File: config.mk
export PLATFORM = sky130hd
export DESIGN_NAME = ex04_seq_ctrl_flat
export DESIGN_NICKNAME = d
export VERILOG_FILES = /design/src/rtl/ex04_seq_ctrl_if.sv /design/src/rtl/ex04_seq_ctrl.sv /design/src/flat_wrapper.sv
export SDC_FILE = /design/constraint.sdc
export NUM_CORES = 1
export LEC_CHECK = 0
export CAP_MARGIN = 10
export CELL_PAD_IN_SITES_DETAIL_PLACEMENT = 2
export CELL_PAD_IN_SITES_GLOBAL_PLACEMENT = 2
export CORE_ASPECT_RATIO = 0.75
export CORE_MARGIN = 2
export CORE_UTILIZATION = 33
export CTS_CLUSTER_SIZE = 14
export DETAILED_ROUTE_END_ITERATION = 12
export PLACE_DENSITY_LB_ADDON = 0.1
export SLEW_MARGIN = 20
export SYNTH_ARGS = -nofsm -noshare
export SYNTH_HDL_FRONTEND = slang
export SYNTH_SLANG_ARGS = --single-unit
File: constraint.sdc
create_clock -name clk -period 4.4 [get_ports clk]
set_input_delay 0.66 -clock clk [delete_from_list [all_inputs] [get_ports clk]]
set_output_delay 0.66 -clock clk [all_outputs]
set_load 0.1 [all_outputs]
File: src/rtl/ex04_seq_ctrl_if.sv
// Handshake bundle for ex04_seq_ctrl: operand request channel and result channel.
// The slave modport is the controller's view; master is the producer/consumer side.
interface ex04_seq_ctrl_if #(
  parameter int NIBBLES = 4
);
  localparam int W = 4 * NIBBLES;

  logic         start_valid;
  logic         start_ready;
  logic [W-1:0] op_a;
  logic [W-1:0] op_b;
  logic         op_cin;
  logic         res_valid;
  logic         res_ready;
  logic [W-1:0] res_sum;
  logic         res_cout;
  logic         res_ovf;
  logic         busy;

  modport master (
    output start_valid, op_a, op_b, op_cin, res_ready,
    input  start_ready, res_valid, res_sum, res_cout, res_ovf, busy
  );

  modport slave (
    input  start_valid, op_a, op_b, op_cin, res_ready,
    output start_ready, res_valid, res_sum, res_cout, res_ovf, busy
  );
endinterface

File: src/rtl/ex04_seq_ctrl.sv
// Wide adder built by streaming nibbles through one 4-bit ripple adder (ex04),
// with the carry chained through a register between cycles.

module ex04 (
  input  logic [3:0] a,
  input  logic [3:0] b,
  input  logic       cin,
  output logic [3:0] s,
  output logic       cout
);
  logic [4:0] c_s;

  // Four-stage ripple carry chain
  always_comb begin
    c_s    = 5'd0;
    s      = 4'd0;
    c_s[0] = cin;
    for (int i = 0; i < 4; i++) begin
      s[i]     = a[i] ^ b[i] ^ c_s[i];
      c_s[i+1] = (a[i] & b[i]) | (c_s[i] & (a[i] ^ b[i]));
    end
    cout = c_s[4];
  end
endmodule

module ex04_seq_ctrl #(
  parameter int NIBBLES = 4
) (
  input logic            clk,
  input logic            rst,
  ex04_seq_ctrl_if.slave bus
);
  localparam int W  = 4 * NIBBLES;
  localparam int IW = (NIBBLES > 1) ? $clog2(NIBBLES) : 1;

  typedef enum logic [1:0] {
    IDLE = 2'd0,
    RUN  = 2'd1,
    DONE = 2'd2
  } state_t;

  state_t          state_r;
  state_t          state_s;
  logic [W-1:0]    a_r;
  logic [W-1:0]    b_r;
  logic [W-1:0]    sum_r;
  logic            carry_r;
  logic [IW-1:0]   idx_r;

  logic [3:0]      add_a_s;
  logic [3:0]      add_b_s;
  logic            add_cin_s;
  logic [3:0]      add_s_s;
  logic            add_cout_s;
  logic            accept_s;
  logic            last_s;
  logic            done_s;

  ex04 u_add (
    .a    (add_a_s),
    .b    (add_b_s),
    .cin  (add_cin_s),
    .s    (add_s_s),
    .cout (add_cout_s)
  );

  assign accept_s = (state_r == IDLE) && bus.start_valid;
  assign last_s   = (idx_r == IW'(NIBBLES - 1));
  assign done_s   = (state_r == DONE);

  // Next-state decode
  always_comb begin
    state_s = state_r;
    case (state_r)
      IDLE: begin
        if (accept_s) state_s = RUN;
        else          state_s = IDLE;
      end
      RUN: begin
        if (last_s) state_s = DONE;
        else        state_s = RUN;
      end
      DONE: begin
        if (bus.res_ready) state_s = IDLE;
        else               state_s = DONE;
      end
      default: state_s = IDLE;
    endcase
  end

  // Adder operand select; quiet inputs whenever no nibble is being processed
  always_comb begin
    add_a_s   = 4'd0;
    add_b_s   = 4'd0;
    add_cin_s = 1'b0;
    if (state_r == RUN) begin
      add_a_s   = a_r[idx_r*4 +: 4];
      add_b_s   = b_r[idx_r*4 +: 4];
      add_cin_s = carry_r;
    end else begin
      add_a_s   = 4'd0;
      add_b_s   = 4'd0;
      add_cin_s = 1'b0;
    end
  end

  // State register and nibble datapath
  always_ff @(posedge clk) begin
    if (rst) begin
      state_r <= IDLE;
      a_r     <= '0;
      b_r     <= '0;
      sum_r   <= '0;
      carry_r <= 1'b0;
      idx_r   <= '0;
    end else begin
      state_r <= state_s;
      case (state_r)
        IDLE: begin
          if (accept_s) begin
            a_r     <= bus.op_a;
            b_r     <= bus.op_b;
            carry_r <= bus.op_cin;
            idx_r   <= '0;
            sum_r   <= '0;
          end
        end
        RUN: begin
          sum_r[idx_r*4 +: 4] <= add_s_s;
          carry_r             <= add_cout_s;
          if (!last_s) idx_r <= idx_r + 1'b1;
        end
        default: begin
        end
      endcase
    end
  end

  // Result fields are gated by DONE so they read zero outside a valid result
  assign bus.start_ready = (state_r == IDLE) && !rst;
  assign bus.busy        = (state_r != IDLE);
  assign bus.res_valid   = done_s;
  assign bus.res_sum     = done_s ? sum_r : '0;
  assign bus.res_cout    = done_s & carry_r;
  assign bus.res_ovf     = done_s & (a_r[W-1] == b_r[W-1]) & (sum_r[W-1] != a_r[W-1]);
endmodule

File: src/flat_wrapper.sv
// flat-port wrapper written by rule: the top's interface ports become plain ports
module ex04_seq_ctrl_flat 
#(
  parameter int NIBBLES = 4
)
  (clk, rst, bus_start_valid, bus_op_a, bus_op_b, bus_op_cin, bus_res_ready, bus_start_ready, bus_res_valid, bus_res_sum, bus_res_cout, bus_res_ovf, bus_busy);
  ex04_seq_ctrl_if #(.NIBBLES(NIBBLES)) bus_i ();
  input logic clk;
  input logic rst;
  input wire logic [$bits(bus_i.start_valid)-1:0] bus_start_valid;
  input wire logic [$bits(bus_i.op_a)-1:0] bus_op_a;
  input wire logic [$bits(bus_i.op_b)-1:0] bus_op_b;
  input wire logic [$bits(bus_i.op_cin)-1:0] bus_op_cin;
  input wire logic [$bits(bus_i.res_ready)-1:0] bus_res_ready;
  output wire logic [$bits(bus_i.start_ready)-1:0] bus_start_ready;
  output wire logic [$bits(bus_i.res_valid)-1:0] bus_res_valid;
  output wire logic [$bits(bus_i.res_sum)-1:0] bus_res_sum;
  output wire logic [$bits(bus_i.res_cout)-1:0] bus_res_cout;
  output wire logic [$bits(bus_i.res_ovf)-1:0] bus_res_ovf;
  output wire logic [$bits(bus_i.busy)-1:0] bus_busy;
  assign bus_i.start_valid = bus_start_valid;
  assign bus_i.op_a = bus_op_a;
  assign bus_i.op_b = bus_op_b;
  assign bus_i.op_cin = bus_op_cin;
  assign bus_i.res_ready = bus_res_ready;
  assign bus_start_ready = bus_i.start_ready;
  assign bus_res_valid = bus_i.res_valid;
  assign bus_res_sum = bus_i.res_sum;
  assign bus_res_cout = bus_i.res_cout;
  assign bus_res_ovf = bus_i.res_ovf;
  assign bus_busy = bus_i.busy;
  ex04_seq_ctrl #(.NIBBLES(NIBBLES)) u_core (.clk(clk), .rst(rst), .bus(bus_i));
endmodule
==> metrics.cfg, run 1 <==
[clock_network]
postCtsHoldBufs = 0
insertion_delay_ns = 0.30
numCtsBuffers = 5
cts_setup_buffers = 0
clk_path_buf_depth = 2
cts_resized = 0
root_buffer = clkbuf_8
path_clk_slew_ns = 0.10
ctsHtreeMaxLevel = 2
cts_tree = yes
cts_sinks = 53

[status]
status = complete, no violations

[sta]
period_share_pct = 76.9
max_freq_mhz = 295
layout_min_cycle_time_ns = 3.39
relSlewSlack_pct = 35.4
finClkSkew_ns = 0.00559
hold_viol_final = 0
rsz0062_at_grt = no
setup_viol = 0
worst_pin_slew_ns = 0.966
tns_ns = 0
maxSlewViolCount = 0

[floorplan]
core-area_um2 = 7780
fp.dieW_um = 107
start_util_pct = 33.5
rows = 28
die_area_um2 = 8630
ios = 58
fp.dieH_um = 81.0

[cells_and_area]
diodes = 0
drive_above_1_share_pct = 14.3
synthToLayoutAreaGrowth_pct = 24.6
layout.nets = 372
fin_area_um2 = 3250
most-common-layout-cells = 69 x nand2_1, 53 x dfxtp_1, 38 x clkdlybuf4s50_1
final_common_cell = nand2_1

[detailed_routing]
num_vias = 2103
drc = 0
dr.pass1.iters = 4
antenna_left = 0
wl_per_cell_um = 16.8
vias_per_cell = 4.86
drtIter0Drc = 60
wl_mm = 7.28

[power]
p_switching_w = 0.000259
leakagePower_nw = 1.26
sw_frac_of_total_pct = 25.9
p_seq_share_pct = 51.7
worst_ir_drop_vdd_uv = 170
share_comb_of_total_power_pct = 14.7
p_int_w = 0.000739
p_clk_share_pct = 33.6
cellPowerDensity_nw_per_um2 = 307

[job]
drv_cap = 0

[yosys]
yosys-top-cells-area = dfxtp_1 41%, nand2_1 9.9%, a21oi_1 6.9%, a22o_1 5.4%, and2_1 5.3%
yosysWarnings = 0
synth_area_leader_cell = dfxtp_1
postSynthCellCount = 277
synth_area_um2 = 2610
ys_types = 39
ys_ff_latch = 53
syn-mean-instance-area_um2 = 9.41
synth-edff-count = 0
async_flop_share_pct = 0
ys_seq_area_share_pct = 40.7
syn_nets = 322
synth-main-ff-cell = dfxtp_1
synth_top_area_share_pct = 40.7

[placement]
place_hpwl_mm = 5.27
placed_area_um2 = 3130
place.gp.congestion = 0.744
port_buffers = 57

[setup_path]
cp-start-kind = flip-flop
worst-path-max-fanout = 14
arrival_ns = 3.59
path_class = flip-flop to flip-flop
r2r_start = u_core.state_r[0]$_SDFF_PP0_
startpoint = u_core.state_r[0]$_SDFF_PP0_
worstPathRequired_ns = 4.60
end_kind = flip-flop

[global_routing]
grtUsageTotal_pct = 17.5
grt_pass1_vias = 2223
grt_pass1_wl_mm = 11.7
grt_max_degree = 46
grt_overflow = 0
grt_util_met1_pct = 24.8
met3_usage_pct = 3.21
antenna_found_initial = 0
grt.busiest_layer = met2
gr-usage-met2_pct = 28.3

[worst_hold_path]
hold_start = u_core.b_r[0]$_SDFFE_PP0P_
hp-class = flip-flop to flip-flop

==> state kept, by name, summed over array words and instances, names as in the netlist <==
| signal | cells |
|---|---|
| u_core.a_r | 16 |
| u_core.b_r | 16 |
| u_core.sum_r | 16 |
| u_core.idx_r | 2 |
| u_core.state_r | 2 |
| u_core.carry_r | 1 |
==> power by group through the flow <==
stage	Combinational [W]	Sequential (W)	Clock, W
3_5_place_dp	0.000148	0.000528	0
6_report	0.000147	0.000516	0.000335
2_1_floorplan	0.000104	0.000518	0
5_1_grt	0.000162	0.000520	0.000369
3_3_place_gp	0.000145	0.000527	0
4_1_cts	0.000150	0.000517	0.000347
==> per-layer routing <==
metal  vias up  wire length [µm]
li1       1045                 -
met1      1015              3690
met2        39              3310
met3         4               245
met4         0                34
met5         -                 0
==> critical path: stages, from the launching register on <==
cell and delay [ns]:
dfxtp_1 0.66, and2b_1 0.46, and2_1 0.25, fa_1 0.19, inv_1 0.05, fa_1 0.37, fa_1 0.37, inv_1 0.08
fa_1 0.39, nor2b_1 0.18, a22o_1 0.26
==> cells in the mapped netlist, types with 2 or more instances <==
library cell and instances:
dfxtp_1 53, buf_6 7, nand3_1 4, nor2b_1 3, buf_2 2, a21oi_2 3
buf_8 3, nand2b_1 2, and2_1 22, mux4_2 3, fa_1 4, mux4_1 5
ha_1 4, nand3b_1 2, a22o_1 16, nor2_1 6, inv_1 5, mux2_2 4
a21oi_1 36, nand2_1 69, clkbuf_1 6
==> metrics by stage <==
| step | utilization (%) | std cells | setup WS, ns | hold WS [ns] | power (W) |
|---|---|---|---|---|---|
| after floorplan | - | 277 | 0.728 | 0.432 | 0.000622 |
| after global routing | 41.7 | 433 | 0.844 | 0.489 | 0.00105 |
| after global placement | 40.3 | 425 | 1.17 | 0.445 | 0.000672 |
| final | 41.7 | 433 | 1.01 | 0.462 | 0.000998 |
| after CTS | 41.7 | 433 | 0.998 | 0.467 | 0.00101 |
| after detailed placement | 40.3 | 425 | 1.06 | 0.453 | 0.000676 |
==> worst paths after layout <==
kind	to	slack (ns)	cells after the start
worst max-delay path	u_core.sum_r[15]$_SDFFE_PP0P_	1.01	10
worst min-delay path	u_core.b_r[0]$_SDFFE_PP0P_	0.46	2
worst max register to register	u_core.sum_r[15]$_SDFFE_PP0P_	1.01	10
worst min register to register	u_core.b_r[0]$_SDFFE_PP0P_	0.46	2
==> final cells by class <==
cell class / instances / area (µm²)
tap: 105 / 131
sequential: 53 / 1060
timing repair buffer: 62 / 561
clock buffer: 5 / 68.8
inverter: 6 / 25.0
fill: 869 / 4530
clock inverter: 3 / 43.8
multi-input combinational: 199 / 1360
==> cell families (layout without fill, tap and decap cells) <==
logic type | after synthesis | in the layout | synth area share [%]
AND/OR/NAND/NOR | 118 | 118 | 22.7
AO/OA/AOI/OAI | 60 | 60 | 14.6
flip-flops | 53 | 53 | 40.7
buffers and inverters | 25 | 76 | 7.25
multiplexers | 13 | 13 | 9.75
adder cells (fa/ha/maj) | 8 | 8 | 4.99
No activity file was read; power rests on OpenSTA's default activity.
==> inputs of run 2 (changes only) <==
--- a/config.mk
+++ b/config.mk
@@ -10,7 +10,7 @@
 export CELL_PAD_IN_SITES_GLOBAL_PLACEMENT = 2
 export CORE_ASPECT_RATIO = 0.75
 export CORE_MARGIN = 2
-export CORE_UTILIZATION = 33
+export CORE_UTILIZATION = 27
 export CTS_CLUSTER_SIZE = 14
 export DETAILED_ROUTE_END_ITERATION = 12
 export PLACE_DENSITY_LB_ADDON = 0.1
==> constraint.sdc (replaced) <==
create_clock -name clk -period 3.1 [get_ports clk]
set_input_delay 0.465 -clock clk [delete_from_list [all_inputs] [get_ports clk]]
set_output_delay 0.465 -clock clk [all_outputs]
set_load 0.1 [all_outputs]
==> run 2 against run 1 <==
Effect of this change: register-to-register slack worse by 0.85 ns; routed wire length increased by 1.4%; sequential cell count unchanged; first-iteration DRC count rose by 8.3%; largest power group unchanged; sequential share of layout area is 1.3 points lower; clock power increased by 65%; setup slack got worse by 0.85 ns; final cell count is 7.9% higher; cell area rose by 4.3%; critical path type unchanged; utilization is 6.1 points lower; combinational power up 54%.
==> metrics.cfg, run 2 (synthesis gave the netlist of run 1 again) <==
[detailed_routing]
num_vias = 2145
dr.pass1.iters = 4
highest_layer = met4
wl_per_cell_um = 15.8
drc = 0
wirelength_met1_mm = 3.94
wl_mm = 7.38
vias_per_cell = 4.59
dr_wl_met3_um = 303
drtIter0Drc = 65
met2WireLength_mm = 3.11
antenna_left = 0

[setup_path]
end_kind = flip-flop
slowest_delay_ns = 0.55
r2r_start = u_core.idx_r[0]$_SDFFE_PP0P_
crit_chain = mux4_1 -> and2_1 -> fa_1 -> inv_1 -> fa_1 -> fa_1 -> inv_1 -> fa_1 -> nor2b_2 -> a22o_1
rr_endpoint = u_core.sum_r[15]$_SDFFE_PP0P_
path_class = flip-flop to flip-flop
worst-path-max-fanout = 5
worstPathRequired_ns = 3.28
ff2ff_path_depth = 10
startpoint = u_core.idx_r[0]$_SDFFE_PP0P_
rrSetupSlack_ns = 0.16
arrival_ns = 3.11
crit_slowest_cell = mux4_1
cp-start-kind = flip-flop
critPathMostFrequentCell = fa_1

[floorplan]
core-area_um2 = 9500
die_area_um2 = 10500
rows = 31
start_util_pct = 27.4
fp.dieH_um = 89.1
fp.dieW_um = 117
ios = 58

[sta]
max_freq_mhz = 341
setup_ws_ns = 0.165
setup_viol = 0
relSlewSlack_pct = 62.2
period_share_pct = 94.7
layout_min_cycle_time_ns = 2.94
maxSlewViolCount = 0
hold_viol_final = 0
tns_ns = 0
rsz0062_at_grt = no
finClkSkew_ns = 0.00392
worst_pin_slew_ns = 0.567

[placement]
place_hpwl_mm = 5.71
preCtsSetupSlack_ns = 0.0418
place.gp.congestion = 0.724
port_buffers = 57

[global_routing]
antenna_found_initial = 0
grt_pass1_wl_mm = 11.9
grt_max_degree = 34
grt_overflow = 0
grt_pass1_vias = 2232
grtUsageTotal_pct = 14.5

[worst_hold_path]
hold_start = u_core.b_r[6]$_SDFFE_PP0P_
worstHoldEndpoint = u_core.b_r[6]$_SDFFE_PP0P_
hp-class = flip-flop to flip-flop
hold_depth = 2

[cells_and_area]
diodes = 0
layout.nets = 380
most-common-layout-cells = 69 x nand2_1, 52 x dfxtp_1, 36 x a21oi_1, 36 x clkdlybuf4s50_1, 33 x buf_4
drive_above_1_share_pct = 17.3
reg_top3 = u_core.a_r: 16 flops, u_core.b_r: 16 flops, u_core.sum_r: 16 flops
final_common_cell = nand2_1
synthToLayoutAreaGrowth_pct = 29.9

[status]
status = complete, no violations

[clock_network]
clk_path_buf_depth = 2
cts_setup_buffers = 0
numCtsBuffers = 5
insertion_delay_ns = 0.28
cts_resized = 0
ctsHtreeMaxLevel = 2
cts_tree = yes
root_buffer = clkbuf_16
path_clk_slew_ns = 0.07
cts_sinks = 53
postCtsHoldBufs = 0

[power]
cellPowerDensity_nw_per_um2 = 445
leakagePower_nw = 1.32
worst_ir_drop_vdd_uv = 203

[job]
drv_cap = 0

-- run 2: cell types whose count changed in the layout (fill, tap and decap cells not counted), moves of 2 or more --
cell | previous run | this run
clkbuf_8 | 5 | 1
clkdlybuf4s50_1 | 38 | 36
clkbuf_16 | 0 | 5
buf_4 | 24 | 33
-- run 2: where the power goes --
part	switching [W]	total, W	internal, W
sequential	0.0000186	0.000728	0.000709
clock	0.000237	0.000554	0.000317
combinational	0.000119	0.000226	0.000107
total	0.000374	0.00151	0.00113
-- run 2: layout make-up --
type	count	area (µm²)
Inverter	6	25.0
Multi-Input combinational cell	199	1360
Fill cell	1076	6120
Tap cell	132	165
Clock buffer	6	139
Timing Repair Buffer	70	628
Sequential cell	53	1060
Clock inverter	1	7.51
-- run 2: per-layer routing --
layer	up-vias	global-route usage (%)
met3	2	3.32
met4	0	2.30
met2	43	22.9
met5	-	0
li1	1062	-
met1	1038	20.8
-- run 2: per-stage QoR --
| stage | total power [W] | instances | hold WS (ns) | utilization (%) | instance area, µm² |
|---|---|---|---|---|---|
| global route | 0.00158 | 467 | 0.464 | 35.6 | 3390 |
| floorplan | 0.000883 | 277 | 0.432 | - | 2610 |
| CTS | 0.00153 | 467 | 0.458 | 35.6 | 3380 |
| finish | 0.00151 | 467 | 0.456 | 35.6 | 3390 |
| global placement | 0.000967 | 460 | 0.440 | 34.0 | 3240 |
| detailed placement | 0.000972 | 460 | 0.448 | 34.0 | 3240 |
-- run 2: how the worst max path moves through the flow --
stage                               endpoint  slack, ns  cells past startpoint
2_1_floorplan  u_core.sum_r[15]$_SDFFE_PP0P_       0.11                     11
3_3_place_gp    u_core.sum_r[7]$_SDFFE_PP0P_       0.13                     10
3_5_place_dp    u_core.sum_r[3]$_SDFFE_PP0P_       0.04                     10
4_1_cts         u_core.sum_r[3]$_SDFFE_PP0P_       0.02                     10
5_1_grt        u_core.sum_r[15]$_SDFFE_PP0P_       0.01                     10
6_report       u_core.sum_r[15]$_SDFFE_PP0P_       0.16                     10
-- run 2: worst max-delay path, delay by kind of cell, from the launching register on --
family / cells / cell delay [ns]
adder cells (fa/ha/maj): 4 / 1.17
buffers and inverters: 2 / 0.13
multiplexers: 1 / 0.55
AND/OR/NAND/NOR: 2 / 0.38
AO/OA/AOI/OAI: 1 / 0.22
flip-flops: 1 / 0.39
==> inputs of run 3 (changes only) <==
--- a/config.mk
+++ b/config.mk
@@ -13,7 +13,7 @@
 export CORE_UTILIZATION = 27
 export CTS_CLUSTER_SIZE = 14
 export DETAILED_ROUTE_END_ITERATION = 12
-export PLACE_DENSITY_LB_ADDON = 0.1
+export PLACE_DENSITY = 0.78
 export SLEW_MARGIN = 20
 export SYNTH_ARGS = -nofsm -noshare
 export SYNTH_HDL_FRONTEND = slang
==> run 3 against run 2 <==
Effect of this change: via count grew 1.4%; clock power rose by 13%; highest routed layer unchanged; critical path depth stayed put; final cell count is 0.64% lower; clock skew is 0.0037 ns higher; global-route usage is 1.1 points higher; largest cell class unchanged; power up 4.8%; utilization grew 0.13 points.
==> metrics.cfg, run 3 (synthesis gave the netlist of run 1 again) <==
[cells_and_area]
reg_top3 = u_core.a_r: 16 flops, u_core.b_r: 16 flops, u_core.sum_r: 16 flops
regArea_um2 = 1070
final_common_cell = nand2_1
multiInputGateArea_um2 = 1360
synthToLayoutAreaGrowth_pct = 30.4
nFillCells = 1058
layout.nets = 377
diodes = 0
most-common-layout-cells = 69 x nand2_1, 51 x dfxtp_1, 36 x a21oi_1, 36 x clkdlybuf4s50_1, 29 x buf_4
drive_above_1_share_pct = 17.5
postLayoutCoreUtil_pct = 35.8

[placement]
place_hpwl_mm = 5.64
place.gp.congestion = 0.744
port_buffers = 57

[detailed_routing]
antenna_left = 0
dr.pass1.iters = 4
wl_per_cell_um = 17.0
vias_per_cell = 4.69
drc = 0
drtIter0Drc = 86
num_vias = 2174
wl_mm = 7.90

[global_routing]
grt_max_degree = 46
antenna_found_initial = 0
grt_overflow = 0
grt_pass1_vias = 2343
grtUsageTotal_pct = 15.6
grt_pass1_wl_mm = 12.6

[setup_path]
end_kind = flip-flop
worst-path-max-fanout = 4
worstPathRequired_ns = 3.29
rrSetupSlack_ns = 0.15
cp-start-kind = flip-flop
arrival_ns = 3.14
path_class = flip-flop to flip-flop

[sta]
max_freq_mhz = 339
relSlewSlack_pct = 64.4
finClkSkew_ns = 0.00766
setup_viol = 0
rsz0062_at_grt = no
hold_viol_final = 0
period_share_pct = 95.3
maxSlewViolCount = 0
tns_ns = 0
hold_ws_ns = 0.458
layout_min_cycle_time_ns = 2.95
worst_pin_slew_ns = 0.534

[floorplan]
core-area_um2 = 9500
fp.dieH_um = 89.1
ios = 58
start_util_pct = 27.4
rows = 31
die_area_um2 = 10500
fp.dieW_um = 117

[clock_network]
cts_tree = yes
path_clk_slew_ns = 0.07
ctsHtreeMaxLevel = 2
postCtsHoldBufs = 0
numCtsBuffers = 5
clk_path_buf_depth = 2
cts_sinks = 53
insertion_delay_ns = 0.29
root_buffer = clkbuf_16
cts_setup_buffers = 0

[power]
leakagePower_nw = 1.31
cellPowerDensity_nw_per_um2 = 465
worst_ir_drop_vdd_uv = 244

[job]
drv_cap = 0

[status]
status = complete, no violations

[worst_hold_path]
hp-class = flip-flop to flip-flop

-- run 3: cell count changes in the layout (fill, tap and decap cells not counted) --
cell / previous run / this run
and2_1: 22 / 21
buf_12: 1 / 2
dfxtp_4: 0 / 1
fa_2: 0 / 1
dfxtp_1: 52 / 51
clkbuf_8: 1 / 0
fa_1: 4 / 3
clkinvlp_4: 1 / 0
buf_4: 33 / 29
clkinv_2: 0 / 1
and2_4: 0 / 1
bufinv_16: 0 / 1
-- run 3: metrics by stage --
step	total power (W)	setup WS (ns)	std cells	instance area, µm²
after floorplan	0.000883	0.107	277	2610
after global routing	0.00165	0.0187	464	3400
after CTS	0.00159	0.00820	464	3390
final	0.00158	0.146	464	3400
after detailed placement	0.000969	-0.00520	457	3230
after global placement	0.000959	0.150	457	3230
-- run 3: layout make-up --
type,instances,area share [%]
Inverter,6,0.736
Timing Repair Buffer,67,18.2
Clock buffer,5,3.68
Tap cell,132,4.86
Multi-Input combinational cell,199,40.1
Clock inverter,2,1.03
Sequential cell,53,31.4
-- run 3: worst paths after layout --
path | endpoint | startpoint | depth (start not counted)
worst max-delay path | u_core.sum_r[15]$_SDFFE_PP0P_ | u_core.idx_r[0]$_SDFFE_PP0P_ | 10
worst min-delay path | u_core.b_r[10]$_SDFFE_PP0P_ | u_core.b_r[10]$_SDFFE_PP0P_ | 2
worst max register to register | u_core.sum_r[15]$_SDFFE_PP0P_ | u_core.idx_r[0]$_SDFFE_PP0P_ | 10
worst min register to register | u_core.b_r[10]$_SDFFE_PP0P_ | u_core.b_r[10]$_SDFFE_PP0P_ | 2
-- run 3: routing by layer --
layer	vias up	GRT usage, %	share of wire (%)
met1	1068	19.4	47
met2	43	28.0	48
met5	-	0	0
met4	0	5.04	1.4
met3	11	3.13	3.4
li1	1052	-	-
-- run 3: critical path, cell delays in order (launching register included) --
cell     delay, ns
dfxtp_4       0.38
mux4_1        0.55
and2_4        0.18
fa_2          0.39
inv_1         0.08
fa_1          0.17
fa_1          0.16
inv_1         0.06
fa_1          0.44
nor2b_2       0.19
a22o_1        0.25
-- run 3: timing repair --
action,in CTS,in global routing
endpoints found under the setup margin,4,4
endpoints found under the hold margin,0,0
pin swaps,0,0
gates resized for setup,2,4
cloned,0,0
-- run 3: report_power, final --
group	switching [W]	internal, W
Sequential	0.0000204	0.000709
Combinational	0.000121	0.000105
Clock	0.000249	0.000376
Total	0.000391	0.00119
